[config.mk]
export PLATFORM = sky130hd
export DESIGN_NAME = dffpipe_arst_sync
export DESIGN_NICKNAME = d
export VERILOG_FILES = /design/src/rtl/dffpipe_arst_sync.sv
export SDC_FILE = /design/constraint.sdc
export NUM_CORES = 1
export LEC_CHECK = 0
export CAP_MARGIN = 20
export CORE_AREA = 8 8 45 47
export DETAILED_ROUTE_END_ITERATION = 16
export DIE_AREA = 0 0 53 55
export GPL_TIMING_DRIVEN = 0
export PLACE_DENSITY_LB_ADDON = 0.08
export SLEW_MARGIN = 40
export SYNTH_ARGS = -nofsm -noshare
export SYNTH_HDL_FRONTEND = slang
export SYNTH_SLANG_ARGS = --single-unit
[constraint.sdc]
create_clock -name CLK -period 0.9 [get_ports CLK]
set_input_delay 0.27 -clock CLK [delete_from_list [all_inputs] [get_ports CLK]]
set_output_delay 0.27 -clock CLK [all_outputs]
set_load 0.1 [all_outputs]
[src/rtl/dffpipe_arst_sync.sv]
// Enable-gated register pipeline with a synchronous active-low reset and a synchronized asynchronous reset request.
// Optional macro DFFPIPE_ARST_BYPASS_EN: raw ARST forces Q/VALID combinationally, without changing internal state timing.
module dffpipe_arst_sync #(
  parameter int              WIDTH         = 1,
  parameter int              DEPTH         = 1,
  parameter int              CLK_POLARITY  = 1,
  parameter int              ARST_POLARITY = 1,
  parameter logic [WIDTH-1:0] ARST_VALUE   = '0,
  parameter int              SYNC_STAGES   = 2
) (
  input  logic             CLK,
  input  logic             SRST_N,
  input  logic             ARST,
  input  logic             EN,
  input  logic [WIDTH-1:0] D,
  output logic [WIDTH-1:0] Q,
  output logic             VALID,
  output logic             ARST_ACTIVE
);

  localparam int             CW       = $clog2(DEPTH + 1);
  localparam logic [CW-1:0]  FILL_MAX = CW'(DEPTH);
  localparam logic           ARST_LVL = (ARST_POLARITY != 0);

  logic clk_int;
  logic arst_raw;
  logic arst_active;

  logic [SYNC_STAGES-1:0]           sync_q, sync_d;
  logic [DEPTH-1:0][WIDTH-1:0]      stage_q, stage_d, shift_in;
  logic [CW-1:0]                    fill_q, fill_d;
  logic                             valid_q, valid_d;

  // Invert the clock for negedge operation so every flop shares one always_ff edge.
  generate
    if (CLK_POLARITY != 0) begin : g_clk_pos
      assign clk_int = CLK;
    end else begin : g_clk_neg
      assign clk_int = ~CLK;
    end
  endgenerate

  assign arst_raw    = (ARST == ARST_LVL);
  assign sync_d      = {sync_q[SYNC_STAGES-2:0], arst_raw};
  assign arst_active = sync_q[SYNC_STAGES-1];

  genvar gi;
  generate
    for (gi = 0; gi < DEPTH; gi++) begin : g_shift
      if (gi == 0) begin : g_head
        assign shift_in[gi] = D;
      end else begin : g_body
        assign shift_in[gi] = stage_q[gi-1];
      end
    end
  endgenerate

  always_comb begin
    stage_d = stage_q;
    fill_d  = fill_q;
    if (!SRST_N || arst_active) begin
      stage_d = {DEPTH{ARST_VALUE}};
      fill_d  = '0;
    end else if (EN) begin
      stage_d = shift_in;
      if (fill_q != FILL_MAX) fill_d = fill_q + 1'b1;
    end
    valid_d = (fill_d == FILL_MAX);
  end

  // SRST_N clears the synchronizer as well, so a held ARST must re-propagate afterwards.
  always_ff @(posedge clk_int) begin
    if (!SRST_N) begin
      sync_q <= '0;
    end else begin
      sync_q <= sync_d;
    end
    stage_q <= stage_d;
    fill_q  <= fill_d;
    valid_q <= valid_d;
  end

  assign ARST_ACTIVE = arst_active;

`ifdef DFFPIPE_ARST_BYPASS_EN
  assign Q     = arst_raw ? ARST_VALUE : stage_q[DEPTH-1];
  assign VALID = arst_raw ? 1'b0 : valid_q;
`else
  assign Q     = stage_q[DEPTH-1];
  assign VALID = valid_q;
`endif

endmodule

==> results of run 1 <==
## area by class of cell
type | count | share of cell area (%)
timing repair buffer | 7 | 36.0
clock buffer | 4 | 9.46
tap | 16 | 7.21
sequential | 4 | 32.9
multi-input combinational | 7 | 14.4
## power by group
group | switching, W | total, W | internal, W
Combinational | 0.0000677 | 0.000119 | 0.0000511
Sequential | 0.00000776 | 0.000193 | 0.000185
Clock | 0.0000787 | 0.000245 | 0.000167
## registers in the layout, indices dropped and copies added, names as in the netlist
signal and flops:
sync_q 2, VALID 1, Q 1
## path summary, 6_finish.rpt
check                             from                   end  slack (ps)  cells after the start
hold / removal    sync_q[0]$_SDFF_PN0_  sync_q[1]$_SDFF_PN0_         430                      1
hold reg to reg   sync_q[0]$_SDFF_PN0_  sync_q[1]$_SDFF_PN0_         430                      1
setup / recovery    VALID$_SDFFE_PP0P_                 VALID        -120                      1
setup reg to reg  sync_q[1]$_SDFF_PN0_        Q$_SDFFE_PP0P_         260                      2
## synth_stat cells, drive strengths merged
| cell type | instances |
|---|---|
| dfxtp | 4 |
| nand2b | 1 |
| and2 | 2 |
| nor2 | 3 |
| mux2i | 1 |
## metal layers
layer | track usage, % | routed length [um]
met2 | 2.93 | 101
met1 | 1.82 | 91
met3 | 5.35 | 83
met4 | 2.59 | 8
met5 | 0 | 0
## kinds of logic after synthesis
logic type       share of synthesized area, %
muxes                                    8.33
DFF                                      66.7
and+or+nand+nor                          25.0
## per-stage QoR
step	utilization (%)	instance area, um2
after floorplan	-	131
after global placement	16.0	221
after detailed placement	14.9	206
after CTS	20.1	278
after global routing	20.1	278
final	20.1	278
## cell usage in the layout (no fill, tap or decap)
cell	instances
dfxtp_4	3
nor2_1	3
mux2i_1	1
and2_1	2
buf_12	3
dfxtp_1	1
nand2b_1	1
clkbuf_1	1
clkdlybuf4s50_1	4
clkbuf_4	3
## what timing repair did
item                                    in CTS  in global routing
hold buffers                                 0                  0
gates resized for setup                     12                  0
endpoints found under the setup margin       3                  3
==> impl_metrics.yaml, run 1 <==
final_layout:
  insertedDiodeCount: 0
  stdcell_count: 38
  nNetsFinal: 28
  multi_input_area_um2: 40.0
  area_growth_pct: 131
  nFillCells: 160
  final_layout_size_suffix_gt1_share_pct: 40.9
  seq_area_um2: 91.3
critical_path:
  cp.arrival_ps: 750
  worstPathCellList: "buf_12"
  path_max_fanout: 2
  path_buf_inv: 1
  start_kind: "flip-flop"
  critPathTopFamily: "flip-flops"
  critPathKind: "flip-flop to output port"
  cp_slowest_cell: "dfxtp_4"
  critPathMaxStageDelay_ps: 350
  critPathRequiredTime_ps: 630
  end_kind: "output port"
timing:
  worst_pin_slew_ps: 118
  setup_tns_ps: -358
  fin_ws_ps: -125
  rsz0062_at_grt: "yes"
  max_freq_mhz: 976
  finalCritPeriodShare_pct: 114
  post-route-min-period_ps: 1020
  slew_viol_final: 0
  finalHoldViolations: 0
  relSlewSlack_pct: 91.9
  fin_worst_skew_ps: 8.56
  setup_viol_count_final: 3
  whs_ps: 429
place:
  hpwl_um: 232
  io_buffer_count: 7
  place_ws_ps: -223
  routabilityCongestion: 0.546
  dp_cells: 34
grt:
  grt_pass1_vias: 123
  grt_first_pass_wirelength_um: 483
  overflow: 0
  grt_max_degree: 4
  grt_util_all_layers_pct: 2.89
  antenna_found_initial: 0
route:
  drt_first_pass_iters: 1
  wl_um: 285
  via_count: 114
  vias_per_cell: 3.00
  wire_per_inst_um: 7.50
  drc_errors: 0
  drtAntennaViolNets: 0
  drtIter0Drc: 0
logic_synthesis:
  synth_top_area_share_pct: 66.7
  synth_warnings: 0
  syn_inst: 11
  synth_area_leaders: "dfxtp_1 67%, and2_1 10%, nor2_1 9.4%"
  synth_nets: 16
  seq_area_frac_synth_pct: 66.7
  ys_types: 5
  postSynthRegisterBits: 4
  syn_area_per_cell_um2: 10.9
  synth_area_leader_cell: "dfxtp_1"
  syn_area_um2: 120
floorplan:
  die_h_um: 55
  die_w_um: 53
  die_area_mm2: 0.00292
  core_mm2: 0.00138
  start_util_pct: 8.68
  pin_count: 8
  num_rows: 14
pwr:
  finalPower_w: 0.000557
  powerDensity_mw_per_mm2: 2010
  p_leak_nw: 0.112
  ir_worst_vdd_uv: 571
clock_tree:
  cts_sinks: 4
  numCtsBuffers: 3
  cts_tree: "yes"
  cts_buffer_depth: 2
  htree_levels: 1
  cts_root_buf: "clkbuf_4"
  post_cts.repair.setup_buffers: 0
  worst_skew_pair.late_latency_ps: 240
  clk_pin_slew_ps: 40
hold_path:
  hp-class: "flip-flop to flip-flop"
run_status:
  violations: "negative setup slack"
  outcome: "finished, violations left"
flow_run:
  maxCapViolCount: 0
No activity file was read; power rests on OpenSTA's default activity.
==> run 2, diff against run 1 <==
Settings changed: GPL_ROUTABILITY_DRIVEN set to 0.
==> results of run 2 <==
The final DEF is identical to that of run 1; final timing and power are the same.
==> run 3, diff against run 2 <==
Settings changed: SLEW_MARGIN 40 to 10.
==> impl_metrics.yaml, run 3 (synthesis results as in run 1) <==
hold_path:
  hp-class: "flip-flop to flip-flop"
grt:
  antenna_found_initial: 0
  overflow: 0
  grt_max_degree: 4
  grt_first_pass_wirelength_um: 462
  grt_pass1_vias: 117
  grt_util_all_layers_pct: 2.84
critical_path:
  cp.arrival_ps: 760
  path_buf_inv: 1
  start_kind: "flip-flop"
  path_max_fanout: 2
  cp_slowest_cell: "dfxtp_4"
  critPathRequiredTime_ps: 630
  end_kind: "output port"
  critPathMaxStageDelay_ps: 350
  worstPathCellList: "buf_12"
  critPathTopFamily: "flip-flops"
  critPathKind: "flip-flop to output port"
  r2r_slack_ps: 260
final_layout:
  nFillCells: 158
  stdcell_count: 38
  layout_commonest_cell: "clkdlybuf4s50_1"
  max_flop_register: "sync_q"
  final_cell_mix: "4 x clkdlybuf4s50_1, 3 x dfxtp_4, 3 x nor2_1, 3 x clkbuf_4, 3 x buf_12"
  nNetsFinal: 28
  area_growth_pct: 131
  largest_register_ffs: 2
  insertedDiodeCount: 0
  finalInstanceArea_um2: 278
  final_layout_size_suffix_gt1_share_pct: 40.9
route:
  drc_errors: 0
  via_count: 115
  drtAntennaViolNets: 0
  dr_wl_met3_um: 83
  topRoutingLayerUsed: "met4"
  drtIter0Drc: 0
  wl_um: 282
  drt_first_pass_iters: 1
  drt-met1-wl_um: 90
  vias_per_cell: 3.03
  wire_per_inst_um: 7.42
  wl_met2_um: 99
floorplan:
  start_util_pct: 8.68
  core_mm2: 0.00138
  die_h_um: 55
  num_rows: 14
  die_w_um: 53
  pin_count: 8
  die_area_mm2: 0.00292
clock_tree:
  post_cts.repair.setup_buffers: 0
  clk_pin_slew_ps: 40
  worst_skew_pair.late_latency_ps: 240
  post_cts_resized: 27
  cts_root_buf: "clkbuf_4"
  htree_levels: 1
  numCtsBuffers: 3
  holdBufCountCts: 0
  cts_sinks: 4
  cts_buffer_depth: 2
  cts_tree: "yes"
timing:
  post-route-min-period_ps: 1030
  slew_viol_final: 0
  rsz0062_at_grt: "yes"
  finalHoldViolations: 0
  relSlewSlack_pct: 91.8
  worst_pin_slew_ps: 119
  fin_ws_ps: -125
  setup_viol_count_final: 3
  fin_worst_skew_ps: 8.43
  max_freq_mhz: 975
  finalCritPeriodShare_pct: 114
pwr:
  p_leak_nw: 0.112
  power.share.clock_pct: 44.2
  p_int_w: 0.000403
  seqPwrFrac_pct: 34.5
  finalPower_w: 0.000558
  switchingPower_w: 0.000155
  combPwrFrac_pct: 21.3
  powerDensity_mw_per_mm2: 2010
  ir_worst_vdd_uv: 573
  swShare_pct: 27.8
run_status:
  violations: "negative setup slack"
  outcome: "finished, violations left"
flow_run:
  maxCapViolCount: 0
place:
  hpwl_um: 228
  place_ws_ps: -816
  io_buffer_count: 7
  dpl_cell_area_um2: 221
  dp_cells: 34
## run 3: cell counts in the layout (fill, tap and decap cells not counted)
No cell type changed its count.
## run 3: final cells by class
type | count | area, um2 | area share (%)
repair buffers | 7 | 100 | 36.0
well taps | 16 | 20.0 | 7.21
flip-flops and latches | 4 | 91.3 | 32.9
clock buffers | 4 | 26.3 | 9.46
multi-input cells | 7 | 40.0 | 14.4
## run 3: worst register-to-register path, delay by kind of cell, from the launching register on
family	cells	cell delay [ps]
DFF	1	340
and+or+nand+nor	2	260
## run 3: path summary, 6_finish.rpt
path / endpoint / cells after the start / from
max: VALID / 1 / VALID$_SDFFE_PP0P_
min: sync_q[1]$_SDFF_PN0_ / 1 / sync_q[0]$_SDFF_PN0_
max reg2reg: VALID$_SDFFE_PP0P_ / 2 / sync_q[1]$_SDFF_PN0_
min reg2reg: sync_q[1]$_SDFF_PN0_ / 1 / sync_q[0]$_SDFF_PN0_
## run 3: through the flow
stage | utilization (%) | hold slack (ps) | setup TNS [ps]
6_report | 20.1 | 431 | -359
5_1_grt | 20.1 | 447 | -468
4_1_cts | 20.1 | 437 | -403
3_5_place_dp | 16.0 | 428 | -2920
3_3_place_gp | 16.0 | 420 | -2920
2_1_floorplan | - | 385 | 0
## run 3: power groups by stage
stage | registers, W | clock network (W) | logic (W)
5_1_grt | 0.000194 | 0.000289 | 0.000123
6_report | 0.000193 | 0.000247 | 0.000119
3_3_place_gp | 0.000191 | 0 | 0.000104
4_1_cts | 0.000193 | 0.000263 | 0.000120
3_5_place_dp | 0.000192 | 0 | 0.000103
2_1_floorplan | 0.000249 | 0 | 0.0000109
## run 3: per-layer routing
metal / vias to the layer above / track usage [%]
li1: 58 / -
met1: 46 / 1.67
met2: 9 / 2.93
met3: 2 / 5.35
met4: 0 / 2.59
met5: - / 0
